## src/rtl/prog_sequencer.sv

```systemverilog
// Program run controller: owns the PC, the start/done handshake, load stalls,
// branch resolution, architectural-write gating and a per-run cycle counter.
module prog_sequencer #(
    parameter int unsigned PC_W       = 10,
    parameter int unsigned OFF_W      = 6,
    parameter int unsigned MEM_LAT    = 2,
    parameter int unsigned CNT_W      = 16,
    parameter int unsigned START_ADDR = 0
) (
    input  logic             clk,
    input  logic             rst_n,
    input  logic             start,
    input  logic             branch_en,
    input  logic             jump,
    input  logic             taken,
    input  logic [OFF_W-1:0] offset,
    input  logic [PC_W-1:0]  lut_target,
    input  logic             load_inst,
    input  logic             ack,
    output logic [PC_W-1:0]  pc,
    output logic             exec_en,
    output logic             done,
    output logic [CNT_W-1:0] cycle_count
);

    localparam int unsigned LAT_W = (MEM_LAT > 0) ? $clog2(MEM_LAT + 1) : 1;

    localparam logic [1:0] S_IDLE  = 2'd0;
    localparam logic [1:0] S_RUN   = 2'd1;
    localparam logic [1:0] S_STALL = 2'd2;
    localparam logic [1:0] S_DONE  = 2'd3;

    logic [1:0]       state, state_nxt;
    logic [PC_W-1:0]  pc_nxt;
    logic [CNT_W-1:0] cnt_nxt, cnt_inc;
    logic [LAT_W-1:0] stall_cnt, stall_nxt;
    logic [PC_W-1:0]  off_ext;

    assign off_ext = PC_W'(signed'(offset));
    assign cnt_inc = (cycle_count == '1) ? cycle_count : cycle_count + CNT_W'(1);

    // State and datapath registers
    always_ff @(posedge clk or negedge rst_n) begin
        if (!rst_n) begin
            state       <= S_IDLE;
            pc          <= PC_W'(START_ADDR);
            cycle_count <= '0;
            stall_cnt   <= '0;
        end else begin
            state       <= state_nxt;
            pc          <= pc_nxt;
            cycle_count <= cnt_nxt;
            stall_cnt   <= stall_nxt;
        end
    end

    // Next-state, next-PC and commit gating
    always_comb begin
        state_nxt = state;
        pc_nxt    = pc;
        cnt_nxt   = cycle_count;
        stall_nxt = stall_cnt;
        exec_en   = 1'b0;
        done      = (state == S_DONE);

        if (start) begin
            state_nxt = S_IDLE;
            pc_nxt    = PC_W'(START_ADDR);
            stall_nxt = '0;
        end else begin
            case (state)
                S_IDLE: begin
                    state_nxt = S_RUN;
                    cnt_nxt   = '0;
                end
                S_RUN: begin
                    cnt_nxt = cnt_inc;
                    if (ack) begin
                        state_nxt = S_DONE;
                    end else if (load_inst && (MEM_LAT > 0)) begin
                        stall_nxt = LAT_W'(MEM_LAT);
                        state_nxt = S_STALL;
                    end else begin
                        exec_en = 1'b1;
                        if (branch_en && taken && jump)
                            pc_nxt = lut_target;
                        else if (branch_en && taken)
                            pc_nxt = pc + off_ext;
                        else
                            pc_nxt = pc + PC_W'(1);
                    end
                end
                S_STALL: begin
                    cnt_nxt   = cnt_inc;
                    stall_nxt = stall_cnt - LAT_W'(1);
                    // The load commits only on its final occupied cycle
                    if (stall_cnt == LAT_W'(1)) begin
                        exec_en   = 1'b1;
                        pc_nxt    = pc + PC_W'(1);
                        state_nxt = S_RUN;
                    end
                end
                S_DONE: begin
                    state_nxt = S_DONE;
                end
                default: begin
                    state_nxt = S_IDLE;
                end
            endcase
        end
    end

endmodule

```

## config.mk

```make
export PLATFORM = sky130hd
export DESIGN_NAME = prog_sequencer
export DESIGN_NICKNAME = d
export VERILOG_FILES = /design/src/rtl/prog_sequencer.sv
export SDC_FILE = /design/constraint.sdc
export NUM_CORES = 1
export LEC_CHECK = 0
export BUFFER_PORTS_ARGS = -buffer_cell sky130_fd_sc_hd__buf_2
export CAP_MARGIN = 20
export CELL_PAD_IN_SITES_DETAIL_PLACEMENT = 0
export CELL_PAD_IN_SITES_GLOBAL_PLACEMENT = 1
export CORE_MARGIN = 2
export CORE_UTILIZATION = 35
export CTS_CLUSTER_SIZE = 24
export DETAILED_ROUTE_END_ITERATION = 8
export PLACE_DENSITY_LB_ADDON = 0.1
export RECOVER_POWER = 50
export SETUP_SLACK_MARGIN = 0.3
export SLEW_MARGIN = 20
export SYNTH_ARGS = -nofsm -noshare
export SYNTH_HDL_FRONTEND = slang
export SYNTH_SLANG_ARGS = --single-unit
```

## constraint.sdc

```tcl
create_clock -name clk -period 4.4 [get_ports clk]
set_input_delay 0.22 -clock clk [delete_from_list [all_inputs] [get_ports clk]]
set_output_delay 0.22 -clock clk [all_outputs]
set_load 0.1 [all_outputs]
```

; After elaboration in Yosys (flattened, before gate mapping)
; Index checks and enable logic that the tools add are counted.
[word_totals]
word_cells = 52
reg_bits = 30
input_bits = 24
out_inout_bits = 28
[classes]
n_reduce_logical = 10
eq_ne = 11
add_sub_neg = 4
mux = 22
bitwise = 1
[ops]
columns = cell, n
row1 = $mux 10, 6
row2 = $pmux 16 s2, 1
row3 = $pmux 10 s2, 1
row4 = $add 16x1->16 const B, 1
row5 = $eq 16x16->1 const B, 1
row6 = $mux 16, 1
row7 = $mux 2, 6
row8 = $ne 3x3->1 const B, 4
row9 = $add 10x1->10 const B, 1
row10 = $add 10x10->10, 1
row11 = $pmux 2 s4, 1
row12 = $reduce_and 3->1, 2
row13 = $eq 2x1->1 const B, 2
row14 = $eq 2x2->1 const B, 2
row15 = $mux 1, 4
row16 = $ne 4x4->1 const B, 1
row17 = $pmux 2 s2, 1
row18 = $reduce_and 4->1, 1
row19 = $reduce_bool 3->1, 1
row20 = $logic_and 1x1->1, 2
row21 = $logic_not 2->1, 1
row22 = $ne 2x2->1 const B, 1
row23 = $pmux 1 s2, 1
row24 = $reduce_and 2->1, 1
row25 = other kinds (4), 4

; Depth between registers and ports, before layout
[depth]
word_depth = 7
ltp_mapped = 9
depth_no_buf = 9

; Least setup slack after synthesis
; OpenSTA, ideal clock, no wires.
[synth_path]
path_kind = reg-to-output
startpoint = reg state[1]
endpoint = out exec_en
t_arrival_ps = 3055
required_time_ps = 4180
stages_incl_launch_ff = 6
path_buffers = 0
slack_ps = 1125
path_cell_list = dfrtp_1 inv_1 ha_1 nor3b_4 a21oi_1 nor3_1
[synth_between]
elab_chain_len = 3
elab_cells_between_ends = 4
classes_between = eq/ne (2) / mux (2)
[synth_rtl]
columns = element, line
row1 = from (decl), 33  ; logic [1:0] state, state_nxt;
row2 = from (signal assigned), 50  ; state <= state_nxt;
row3 = $eq 2x2->1 or $eq 2x1->1 (tied branches), 71  ; case (state)
row4 = $pmux 1 s2 *, 71
row5 = $mux 1 *, 66  ; if (start) begin
row6 = to (decl), 21  ; output logic exec_en,
; Every way passes the cells marked *; elsewhere a longest branch is shown, timed or not.

; Worst setup path after layout
; Ends and elaborated chain as after synthesis.

==> metrics.yaml <==
crit_required_ns: 4.18
synth-seq-area-share_pct: 31.70
ys_types: 65
utilization_pct: 42.46
ant_nets: 0
synth_top_area_cell: "dfrtp_1"
h-tree-depth: 2
rows: 29
crit_chain: "inv_1 > ha_1 > nor3b_4 > a21oi_1 > nor3_1 > buf_2"
critPathMaxFanout: 7
ys_seq_elements: 30
finalCriticalPeriod_ns: 2.365
worst_hold_path_type: "in2reg"
cts_tree: "done"
drt_iter0_drc: 120
synthFlopType: "dfrtp_1"
criticalPathCategory: "reg2out"
start_util_pct: 36.67
clock_path_buffers: 2
fp.dieW_um: 86.27
core_um2: 6459
slowest_stage: "buf_2"
grt_max_degree: 31
clock-sinks: 30
hold_viol: 0
antenna_found_initial: 0
ir_drop_v: 0.0002088
violations: "capacitance limit, slew limit"
p_per_area_nw_per_um2: 378.1
syn_to_final_growth_pct: 15.79
worst_slew_pin_slew_ns: 1.705
layout_common_cells: "buf_2 (36), nor2_1 (30), dfrtp_1 (30)"
syn_inst: 278
max_stage_delay_ns: 0.47
yosys.area.top_type_share_pct: 31.70
routedWlPerCell_um: 15.06
grt_setup_unrepaired: "false"
tns_ns: 0
grt_overflow: 0
ys_warn_count: 0
total_power_mw: 1.037
via_per_inst: 5.532
synth_edf_count: 0
dpl.hpwl_um: 4424
whs_ns: 0.3098
drc: 0
avgSynthCellArea_um2: 8.520
p_leak_nw: 1.203
grt_pass1_vias: 1999
die_area_um2: 7442
wl_um: 6085
slew_viol_final: 31
hold_buffers: 0
final-setup-viol-count: 0
vias: 2235
startpoint_type: "flip-flop"
cap_violations: 1
cts_setup_buffers: 0
synth.area.top_cells: "dfrtp_1 (32%), ha_1 (7.9%), nor2_1 (4.8%), a21oi_1 (4.6%), xor2_1 (4.1%)"
multiInputGateArea_um2: 1534
seqCellArea_um2: 750.7
slew_headroom_pct: -13.65
clkTransAtPathRegs_ns: 0.07
placedCellCount: 396
synth_area_um2: 2369
cts_resized: 0
numCtsBuffers: 5
syn_nets: 318
clock_latency_ns: 0.28
io_pins: 52
root_buffer: "clkbuf_8"
gp_congestion: 0.7439
drt_first_pass_iters: 4
period_share_pct: 53.74
fin_cells: 404
final_common_cell: "buf_2"
nets: 366
die_y_um: 86.27
diodes: 0
clock.fmax_ghz: 0.4229
grt_pass1_wl_um: 9970
outcome: "complete, but fails checks"
async_reset_ff_share_pct: 100.0
track_usage_pct: 16.78
cp-end-kind: "output pin"
arrival_ns: 2.14
port_buffers: 51
drive_gt1_share_pct: 17.74
finClkSkew_ns: 0.005287
fillCellCount: 674
-- worst paths after layout --
kind,startpoint,end,slack (ns),cells past startpoint
setup / recovery,state[1],exec_en,2.04,6
hold / removal,lut_target[6],pc[6],0.31,3
setup reg to reg,state[0],pc[9],2.08,8
hold reg to reg,cycle_count[1],cycle_count[1],0.52,2
max in group asynchronous,rst_n,cycle_count[5],3.03,1
min in group asynchronous,rst_n,pc[1],0.38,1
-- metrics by stage --
stage | worst slack, ns | instance area [um^2]
2_1_floorplan | 1.125 | 2369
3_3_place_gp | 2.135 | 2670
3_5_place_dp | 2.081 | 2670
4_1_cts | 2.029 | 2761
5_1_grt | 1.842 | 2743
6_report | 2.035 | 2743
-- final cells by class --
type                    instances  area share, %
multi-input cells             229          55.93
flip-flops and latches         30          27.37
repair buffers                 51          8.622
well taps                      77          3.513
clock buffers                   7          3.148
inverters                       9          1.232
clock inverters                 1         0.1825
-- critical path: cells and delay by family, from the launching register on --
family,cells,cell delay (ns)
flops,1,0.41
buf+inv,2,0.54
fa+ha+maj,1,0.28
simple gates,2,0.56
compound gates,1,0.07
-- where the power goes --
group / switching (mW) / total (mW) / internal, mW
logic: 0.341 / 0.451 / 0.110
clock network: 0.110 / 0.236 / 0.126
registers: 0.0438 / 0.350 / 0.306
total: 0.494 / 1.04 / 0.542
-- registers in the layout (all words and copies together), names as in the netlist --
| name | count |
|---|---|
| cycle_count | 16 |
| pc | 10 |
| stall_cnt | 2 |
| state | 2 |
-- cell usage after synthesis, types with 2 or more instances --
cell type,count
nand2_1,25
a31oi_1,6
a311oi_1,3
o2111ai_1,2
a41oi_1,2
nor2_1,30
a211o_1,2
and4_1,2
clkbuf_1,6
ha_1,15
o21a_1,2
nand4_1,5
nor4_1,2
nand3b_1,3
o21ai_0,19
and3_2,2
o22ai_1,3
inv_1,8
a21oi_1,22
nor3_1,9
nand3_1,9
nand2b_1,3
xor2_1,11
xnor2_1,6
and2_1,3
nor2b_1,4
buf_2,2
a211oi_1,5
dfrtp_1,30
mux2i_1,2
-- cell families after synthesis --
kind of cell / count (synthesis) / synth area share, %
simple gates: 109 / 24.93
compound gates: 84 / 23.46
flops: 30 / 31.70
buf+inv: 19 / 3.539
xor+xnor: 17 / 6.286
fa+ha+maj: 16 / 8.769
mux: 3 / 1.321
-- metal layers --
layer  track usage, %  vias to the layer above  routed length [um]
met1            25.01                     1051                3211
met5                0                        -                   0
met3            3.048                        4                 268
li1                 -                     1133                   -
met2            25.09                       47                2560
met4            4.261                        0                  44
Power figures use the tool's default switching activity.
